`src/rtl/sink_list_writer.sv`:
```
// Producer of a count-prefixed sink-list image: IDs land at BASE_ADDR+1.., the
// count word at BASE_ADDR is written last so a reader never sees a stale N.
module sink_list_writer #(
  parameter int WORD_WIDTH = 16,
  parameter int BASE_ADDR  = 0,
  parameter int MAX_SINKS  = 16
) (
  input  logic                  clock,
  input  logic                  reset,
  input  logic                  start,
  input  logic                  id_valid,
  input  logic [WORD_WIDTH-1:0] id_in,
  input  logic                  id_last,
  input  logic                  finish,
  output logic                  id_ready,
  output logic [WORD_WIDTH-1:0] address,
  output logic                  wr_en,
  output logic [WORD_WIDTH-1:0] mem_data_in,
  output logic                  busy,
  output logic                  done,
  output logic                  overflow,
  output logic [WORD_WIDTH-1:0] count
);

  localparam logic [WORD_WIDTH-1:0] ADDR_COUNT = WORD_WIDTH'(BASE_ADDR);
  localparam logic [WORD_WIDTH-1:0] ADDR_FIRST = WORD_WIDTH'(BASE_ADDR + 1);
  localparam logic [WORD_WIDTH-1:0] MAX_COUNT  = WORD_WIDTH'(MAX_SINKS);

  typedef enum logic [1:0] {
    S_IDLE,
    S_ACCEPT,
    S_WRITE_COUNT,
    S_DONE
  } state_e;

  state_e                state_q, state_d;
  logic [WORD_WIDTH-1:0] count_q, count_d;
  logic                  overflow_q, overflow_d;
  logic                  busy_q, busy_d;
  logic                  done_q, done_d;
  logic                  wr_en_q, wr_en_d;
  logic [WORD_WIDTH-1:0] addr_q, addr_d;
  logic [WORD_WIDTH-1:0] data_q, data_d;
  // One-deep stage between the handshake edge and the write-port registers.
  logic                  pend_q, pend_d;
  logic [WORD_WIDTH-1:0] pend_addr_q, pend_addr_d;
  logic [WORD_WIDTH-1:0] pend_data_q, pend_data_d;

  logic                  handshake;
  logic [WORD_WIDTH-1:0] count_inc;

  assign id_ready  = (state_q == S_ACCEPT) && (count_q < MAX_COUNT);
  assign handshake = id_valid && id_ready;
  assign count_inc = count_q + WORD_WIDTH'(1);

  always_comb begin
    // NOTE: every variable gets a default before the case so no path can
    // leave one unassigned and infer a latch.
    state_d     = state_q;
    count_d     = count_q;
    overflow_d  = overflow_q;
    busy_d      = busy_q;
    done_d      = 1'b0;
    wr_en_d     = 1'b0;
    addr_d      = addr_q;
    data_d      = data_q;
    pend_d      = 1'b0;
    pend_addr_d = pend_addr_q;
    pend_data_d = pend_data_q;

    if (pend_q) begin
      wr_en_d = 1'b1;
      addr_d  = pend_addr_q;
      data_d  = pend_data_q;
    end

    unique case (state_q)
      S_IDLE: begin
        if (start) begin
          state_d    = S_ACCEPT;
          count_d    = '0;
          overflow_d = 1'b0;
          busy_d     = 1'b1;
        end
      end

      S_ACCEPT: begin
        if (handshake) begin
          pend_d      = 1'b1;
          pend_addr_d = ADDR_FIRST + count_q;
          pend_data_d = id_in;
          count_d     = count_inc;
        end
        // finish alongside a handshake makes that ID the last one.
        if ((handshake && id_last) || finish) begin
          state_d = S_WRITE_COUNT;
        end else if (handshake && (count_inc == MAX_COUNT)) begin
          state_d    = S_WRITE_COUNT;
          overflow_d = 1'b1;
        end
      end

      S_WRITE_COUNT: begin
        // A trailing ID write still owns the port; the count word follows it.
        if (!pend_q) begin
          wr_en_d = 1'b1;
          addr_d  = ADDR_COUNT;
          data_d  = count_q;
          state_d = S_DONE;
        end
      end

      S_DONE: begin
        done_d  = 1'b1;
        busy_d  = 1'b0;
        state_d = S_IDLE;
      end

      default: state_d = S_IDLE;
    endcase
  end

  always_ff @(posedge clock) begin
    // NOTE: non-blocking assignments so every register samples pre-edge values.
    if (reset) begin
      state_q     <= S_IDLE;
      count_q     <= '0;
      overflow_q  <= 1'b0;
      busy_q      <= 1'b0;
      done_q      <= 1'b0;
      wr_en_q     <= 1'b0;
      addr_q      <= '0;
      data_q      <= '0;
      pend_q      <= 1'b0;
      pend_addr_q <= '0;
      pend_data_q <= '0;
    end else begin
      state_q     <= state_d;
      count_q     <= count_d;
      overflow_q  <= overflow_d;
      busy_q      <= busy_d;
      done_q      <= done_d;
      wr_en_q     <= wr_en_d;
      addr_q      <= addr_d;
      data_q      <= data_d;
      pend_q      <= pend_d;
      pend_addr_q <= pend_addr_d;
      pend_data_q <= pend_data_d;
    end
  end

  assign address     = addr_q;
  assign wr_en       = wr_en_q;
  assign mem_data_in = data_q;
  assign busy        = busy_q;
  assign done        = done_q;
  assign overflow    = overflow_q;
  assign count       = count_q;

endmodule

```
`config.mk`:
```
export PLATFORM = sky130hd
export DESIGN_NAME = sink_list_writer
export DESIGN_NICKNAME = d
export VERILOG_FILES = /design/src/rtl/sink_list_writer.sv
export SDC_FILE = /design/constraint.sdc
export NUM_CORES = 1
export LEC_CHECK = 0
export ABC_AREA = 1
export CAP_MARGIN = 20
export CELL_PAD_IN_SITES_DETAIL_PLACEMENT = 1
export CELL_PAD_IN_SITES_GLOBAL_PLACEMENT = 1
export CORE_UTILIZATION = 39
export DETAILED_ROUTE_END_ITERATION = 10
export PLACE_DENSITY_LB_ADDON = 0.1
export RECOVER_POWER = 100
export SKIP_CTS_REPAIR_TIMING = 1
export SYNTH_ARGS = -nofsm -noshare
export SYNTH_HDL_FRONTEND = slang
export SYNTH_SLANG_ARGS = --single-unit
```
`constraint.sdc`:
```
create_clock -name clock -period 3.3 [get_ports clock]
set_input_delay 0.495 -clock clock [delete_from_list [all_inputs] [get_ports clock]]
set_output_delay 0.495 -clock clock [all_outputs]
set_load 0.02 [all_outputs]
```
Word-level counts from Yosys, hierarchy flattened
Index checks and enable logic that the tools add are counted.
- register bits after elaboration: 87
- bits of input ports: 22
- output and inout port bits: 53
- word-level logic and storage cells: 63
- bitwise logic cells: 1
- multiplexer cells: 25
- eq/ne operators: 10
- reduce and logical (&&, ||, !) cells: 14
- add/sub/neg operators: 1
- $lt $le $gt $ge: 1
- operator list (kind ; number):
    $mux 16 ; 8
    $pmux 16 s2 ; 1
    $add 1x16->16 const A ; 1
    $eq 16x5->1 const B ; 1
    $lt 16x5->1 const B ; 1
    $mux 1 ; 9
    $mux 2 ; 4
    $ne 2x2->1 const B ; 4
    $pmux 2 s4 ; 1
    $reduce_and 3->1 ; 2
    $eq 2x2->1 const B ; 2
    $logic_and 1x1->1 ; 4
    $pmux 1 s2 ; 2
    $reduce_and 2->1 ; 2
    $reduce_and 4->1 ; 1
    $reduce_bool 2->1 ; 2
    $ne 3x1->1 const B ; 1
    $eq 2x1->1 const B ; 1
    $logic_not 2->1 ; 1
    $ne 2x1->1 const B ; 1
    $reduce_or 2->1 ; 1
    $logic_or 1x1->1 ; 1
    $not 1->1 ; 1

Depth between registers and ports, before layout
Gate-level depths: netlist of run 1.
- depth after elaboration: 7
- mapped depth: 13
- gate-level depth less buffers: 13

Worst setup path before layout of run 1
No wires, ideal clock.
- path kind: reg-to-reg
- start point: reg count_q[1] (netlist: count[1])
- end point: reg state_q[0]
- path buffers: 0
- setup slack: 1.657 ns
- data arrival time: 1.529 ns
- clock period less this slack: 1.643 ns
- data required time: 3.185 ns
- stages on the path, launching flop included: 13
- setup time: 0.115 ns
- cells stage by stage: dfxtp_1 ha_1 nand2_1 nor2_1 nand2_1 nand2_1 nand2_1 nor2_1 nand3_2 nand2_2 nand3_1 nand2_1 nor2_1
- word-level cells in the longest chain between the ends: 7
- elaborated cells between the ends (all ways): 12
- those cells by class: add/sub: 1; order compare: 1; eq/ne: 2; mux: 2; reduce/logical: 6
- ends and longest elaborated chain (what ; line ; RTL):
    start, declared ; 37 ; logic [WORD_WIDTH-1:0] count_q, count_d;
    start signal, assigned ; 139 ; count_q <= count_d;
    branches (longest 7 deep; another with $add 1x16->16) ; -- ;
    end signal, assigned ; 138 ; state_q <= state_d;
    end, declared ; 36 ; state_e state_q, state_d;
Parallel ways; which one is timed is not known.
A chain may end at the register's enable or synchronous reset.

Worst setup path in the final report of run 1
- start point: reg state_q[1]
- end point: out id_ready
- word-level cells in the longest chain between the ends: 2
- ends and longest elaborated chain (what ; line ; RTL):
    $eq 2x1->1 ; 52 ; assign id_ready = (state_q == S_ACCEPT) && (count_q < MAX_COUNT);
    $logic_and 1x1->1 ; 52 ;
    end, declared ; 15 ; output logic id_ready,
Every way passes these cells.

==> impl_metrics.toml, run 1 <==
[final_layout]
final.fill_count = 1037
syn2layout_area_growth_pct = 29.04
final_layout_size_suffix_gt1_frac = 0.05088
diodes = 0
nets = 533
final_cell_area_mm2 = 0.004353
regArea_mm2 = 0.001742
multi_input_area_mm2 = 0.001354
instances_no_fill = 616
fin_util = 0.5245

[clocking]
htree_levels = 3
clk_latency_ns = 0.36
cts_sinks = 87
cts_buffers = 9
clkSlewWorstSetupHoldPaths_ns = 0.09
root_buffer = "clkbuf_8"
clk_path_buf_depth = 2
tritoncts = "done"

[yosys]
syn_nets = 466
avgSynthCellArea_um2 = 7.684
synth_top_area_cell = "dfxtp_1"
yosysMostFrequentCell = "dfxtp_1"
ys_types = 28
ys.flop_type = "dfxtp_1"
yosysSeqAreaShare = 0.5163
synth_edf_count = 0
netlist_area_mm2 = 0.003373
syn-instance-count = 439
synth_area_leaders = "dfxtp_1 (52%), nand2_1 (8.0%), o21ai_0 (8.0%)"
yosys-top-cells-count = "dfxtp_1 (87), nand2_1 (72), nor2_1 (63)"
synth_top_area_frac = 0.5163
synth-seq-cells = 87
yosys_warnings = 0
async_flop_share = 0

[run]
max_cap_viol_count = 1

[run_status]
violations = "capacitance limit, slew limit"
outcome = "complete, but fails checks"

[place]
io_buffers = 74
dpl.hpwl_um = 6201
place_congestion = 0.7757
pre_cts_ws_ns = 1.058
place.detailed.instances = 600
placed_cell_area_mm2 = 0.004185

[sta]
finalCritPeriodShare = 0.8476
fin_crit_ns = 2.797
relSlewSlack = -0.09286
setup_viol = 0
tightest_slew_ns = 1.639
setup-tns-final_ns = 0
finalHoldViolCount = 0
rsz0062_at_grt = "no"
fmax_mhz = 357.5
holdWs_ns = 0.4613
finClkSkew_ns = 0.01074
setup_slack_ns = 0.5029
drv_slew = 36

[worst_setup_path]
start_kind = "register"
crit_family = "buffers and inverters"
cpMaxStageDelayCell = "dlygate4sd3_1"
crit_top_cell = "inv_1"
required_ns = 2.80
crit_buf_inv = 5
crit_path_max_fanout = 5
critical_path.cell_chain = "inv_1, ha_1, inv_1, nor2_1, inv_1, nor2_1, nand2_1, inv_1, dlygate4sd3_1"
cpPeakStageDelay_ns = 0.66
criticalPathCategory = "register to primary output"
endpoint_kind = "primary output"
critPathArrivalTime_ns = 2.30

[grt]
gr-usage-all-layers = 0.2049
grt_pass1_wl_um = 14200
grt_overflow = 0
antenna_found_initial = 0
grt_max_degree = 36
first_global_vias = 2905

[detailed_routing]
via_count = 3014
drc = 0
drtIter0Drc = 135
postRouteAntennaNets = 0
routed.top_layer = "met4"
drt_wl_total_um = 8688
wl_met1_um = 4271
dr_wl_met3_um = 287
firstDrtPassIters = 4
via_per_inst = 4.893
routedWlPerCell_um = 14.10
route.met2.wl_um = 3998

[power]
vdd_drop_max_v = 0.0002798
p_total_mw = 3.006
p_per_area_mw_per_mm2 = 690.6
p_leak_nw = 1.911

[floorplan]
die_h_um = 95
die-area_mm2 = 0.009025
rows = 33
io_pins = 75
die_w_um = 95
coreArea_mm2 = 0.008299
initial_core_util = 0.4065

[hold_path]
hold_path_class = "register to register"
## report_power, final
group	total, mW	internal [mW]	switching (mW)
registers	1.29	1.21	0.0880
logic	0.974	0.345	0.629
clock network	0.739	0.351	0.388
total	3.01	1.90	1.10
## cell type report
type                       instances  share of cell area
inverter                          42             0.03622
clock inverter                     7             0.01610
tap                              105             0.03018
timing repair buffer              80              0.1779
clock buffer                       9             0.02846
multi-input combinational        286              0.3110
sequential                        87              0.4001
## registers in the layout (all words and copies together), names as in the netlist, 2 cells and up
register	flops
address	16
count	16
mem_data_in	16
pend_addr_q	16
pend_data_q	16
state_q	2
## worst paths after layout
| path | start | to | slack (ns) | cells after the start |
|---|---|---|---|---|
| max | state_q[1] | id_ready | 0.50 | 9 |
| min | pend_addr_q[1] | address[1] | 0.46 | 2 |
| max reg2reg | state_q[1] | pend_data_q[4] | 0.89 | 11 |
| min reg2reg | pend_addr_q[1] | address[1] | 0.46 | 2 |
## metal layers
layer / global-route usage / vias to the layer above
li1: - / 1543
met1: 0.2885 / 1398
met2: 0.3177 / 64
met3: 0.02738 / 9
met4: 0.07576 / 0
met5: 0 / -
## worst register-to-register path, cell delays in order, from the launching register on
cell,delay [ns]
dfxtp_1,0.35
inv_1,0.08
ha_1,0.20
inv_1,0.13
nor2_1,0.18
inv_1,0.06
nor2_1,0.11
nand2_1,0.12
nor2_4,0.39
inv_1,0.41
nor2_1,0.21
nor2_1,0.07
## layout by cell type, fill, tap and decap left out
cell type        count
dfxtp_1             87
nand2_1             74
nor2_1              65
o21ai_0             54
dlygate4sd3_1       54
inv_1               42
a21oi_1             42
nand3_1             20
clkdlybuf4s50_1     20
nor3_1              12
clkbuf_8             9
ha_1                 5
nor2_4               3
clkinv_2             3
buf_4                3
clkbuf_1             3
nand4_1              2
mux2i_1              2
inv_6                2
nand2_2              1
nand3_4              1
a31oi_1              1
o21ai_1              1
o21ai_2              1
nand2_4              1
a211oi_1             1
bufinv_16            1
clkinvlp_4           1
## cell families (layout without fill, tap and decap cells)
logic type                 count (synthesis)  after routing  synth area share
adders and majority gates                  5              5           0.01855
AOI/OAI and AO/OA                        100            100            0.1506
and+or+nand+nor                          179            179            0.2307
DFF                                       87             87            0.5163
muxes                                      2              2          0.005935
buffers and inverters                     66            138           0.07789
(Power assumes the default switching activity.)
==> run 2: changes to the inputs <==
Settings changed: CORE_UTILIZATION 39 to 32.
Clock period 3.3 ns to 2.3 ns, I/O delays scaled along.
==> run 2 against run 1 <==
Global-route usage shrank 3.1 points; the flow now finishes without violations; first-iteration DRC count decreased by 42%; critical endpoint unchanged; total power rose by 51%; flip-flop and latch count unchanged; routed wire length grew 2.4%.
==> impl_metrics.toml, run 2 (synthesis gave the netlist of run 1 again) <==
[run_status]
outcome = "complete, no violations"

[sta]
relSlewSlack = 0.4440
setup_viol = 0
rsz0062_at_grt = "no"
drv_slew = 0
finalHoldViolCount = 0
setup_slack_ns = 0.2235
tightest_slew_ns = 0.8331
finalCritPeriodShare = 0.9028
fmax_mhz = 481.6
finClkSkew_ns = 0.01236
fin_crit_ns = 2.077

[grt]
grt_pass1_wl_um = 14880
antenna_found_initial = 0
first_global_vias = 2917
gr-usage-all-layers = 0.1741
grt_overflow = 0
grt_max_degree = 53

[power]
vdd_drop_max_v = 0.0003270
p_sw_mw = 1.590
p_per_area_mw_per_mm2 = 1020
p_sw_frac = 0.3506
intPower_mw = 2.944
pwr-share-clk = 0.285
p_leak_nw = 1.934
p_seq_frac = 0.410
comb_power_share = 0.305

[worst_setup_path]
crit_path_max_fanout = 5
criticalPathCategory = "register to primary output"
cpMaxStageDelayCell = "dfxtp_1"
endpoint_kind = "primary output"
critical_path.cell_chain = "inv_1, ha_1, inv_2, nor2_2, inv_1, nor2_1, nand2_2, inv_1, clkbuf_1"
start_kind = "register"
crit_family = "buffers and inverters"
required_ns = 1.96
critPathArrivalTime_ns = 1.73
crit_buf_inv = 5
cpPeakStageDelay_ns = 0.34
crit_top_cell = "inv_1"

[place]
place.detailed.instances = 631
io_buffers = 74
place_congestion = 0.7632
dpl.hpwl_um = 6387
pre_cts_ws_ns = 0.2040

[floorplan]
die_w_um = 104.7
die-area_mm2 = 0.01096
die_h_um = 104.7
initial_core_util = 0.3282
rows = 37
coreArea_mm2 = 0.01028
io_pins = 75

[clocking]
cts_sinks = 87
clk_path_buf_depth = 2
tritoncts = "done"
htree_levels = 3
clkSlewWorstSetupHoldPaths_ns = 0.08
root_buffer = "clkbuf_8"
clk_latency_ns = 0.36
cts_buffers = 9

[final_layout]
nets = 533
diodes = 0
layout_commonest_cell = "dfxtp_1"
final_layout_size_suffix_gt1_frac = 0.05675
instances_no_fill = 647
final_cell_mix = "dfxtp_1 (87), nand2_1 (74), nor2_1 (65)"
syn2layout_area_growth_pct = 31.82
fin_util = 0.4327

[run]
max_cap_viol_count = 0

[detailed_routing]
routedWlPerCell_um = 13.75
via_per_inst = 4.607
drc = 0
via_count = 2981
firstDrtPassIters = 4
drt_wl_total_um = 8895
postRouteAntennaNets = 0
drtIter0Drc = 78

[hold_path]
hold_path_class = "register to register"
-- run 2: changes by cell type in the layout (fill, tap and decap cells not counted) --
| cell | delta |
|---|---|
| bufinv_16 | +2 |
| inv_2 | +1 |
| buf_12 | +1 |
| nor2_2 | +1 |
| clkinv_2 | -3 |
| clkbuf_2 | +3 |
| nor2_4 | -1 |
| nand3_1 | -1 |
| buf_4 | -2 |
| dlygate4sd3_1 | -1 |
| inv_1 | -1 |
| nand3_2 | +1 |
-- run 2: power groups by stage --
stage | clock (mW) | sequential [mW] | combinational [mW]
3_3_place_gp | 0 | 1.90 | 1.45
3_5_place_dp | 0 | 1.90 | 1.49
5_1_grt | 1.40 | 1.89 | 1.54
6_report | 1.29 | 1.86 | 1.38
2_1_floorplan | 0 | 2.01 | 0.825
4_1_cts | 1.33 | 1.87 | 1.50
-- run 2: through the flow --
step | power [mW] | TNS [ns] | instance area, um2 | hold WS (ns)
2_1_floorplan | 2.834 | 0 | 3373 | 0.4239
3_3_place_gp | 3.343 | 0 | 4237 | 0.4425
3_5_place_dp | 3.395 | 0 | 4237 | 0.4435
4_1_cts | 4.696 | -0.2014 | 4479 | 0.4577
5_1_grt | 4.831 | 0 | 4447 | 0.4837
6_report | 4.534 | 0 | 4447 | 0.4506
-- run 2: path summary, 6_finish.rpt --
path | from | endpoint | slack (ns) | cells after the start
max reg2reg | state_q[1] | count[2] | 0.29 | 12
min | pend_addr_q[4] | pend_addr_q[4] | 0.45 | 2
max | state_q[1] | id_ready | 0.22 | 9
min reg2reg | pend_addr_q[4] | pend_addr_q[4] | 0.45 | 2
-- run 2: cell type report --
class                      instances  area, um2
fill                            1266       5831
sequential                        87       1742
multi-input combinational        286       1354
timing repair buffer              80      780.7
tap                              136      170.2
inverter                          42      157.7
clock buffer                      10      127.6
clock inverter                     6      115.1
-- run 2: per-layer routing --
metal / wire length [um] / up-vias / part of all wire / global-route usage
met5: 0 / - / 0 / 0
met4: 102 / 0 / 0.011 / 0.05433
met3: 287 / 8 / 0.032 / 0.04616
met2: 4116 / 52 / 0.46 / 0.2777
met1: 4388 / 1380 / 0.49 / 0.2289
li1: - / 1541 / - / -
-- run 2: worst register-to-register path: stages (launching register included) --
cell and delay (ns):
dfxtp_1 0.34, inv_1 0.09, ha_1 0.22, inv_2 0.09, nor2_2 0.11, nand2_1 0.09, nor2_4 0.12, nand3_4 0.19
o21ai_2 0.14, nand2_4 0.09, nor2_1 0.24, nand2_1 0.09, a21oi_1 0.12
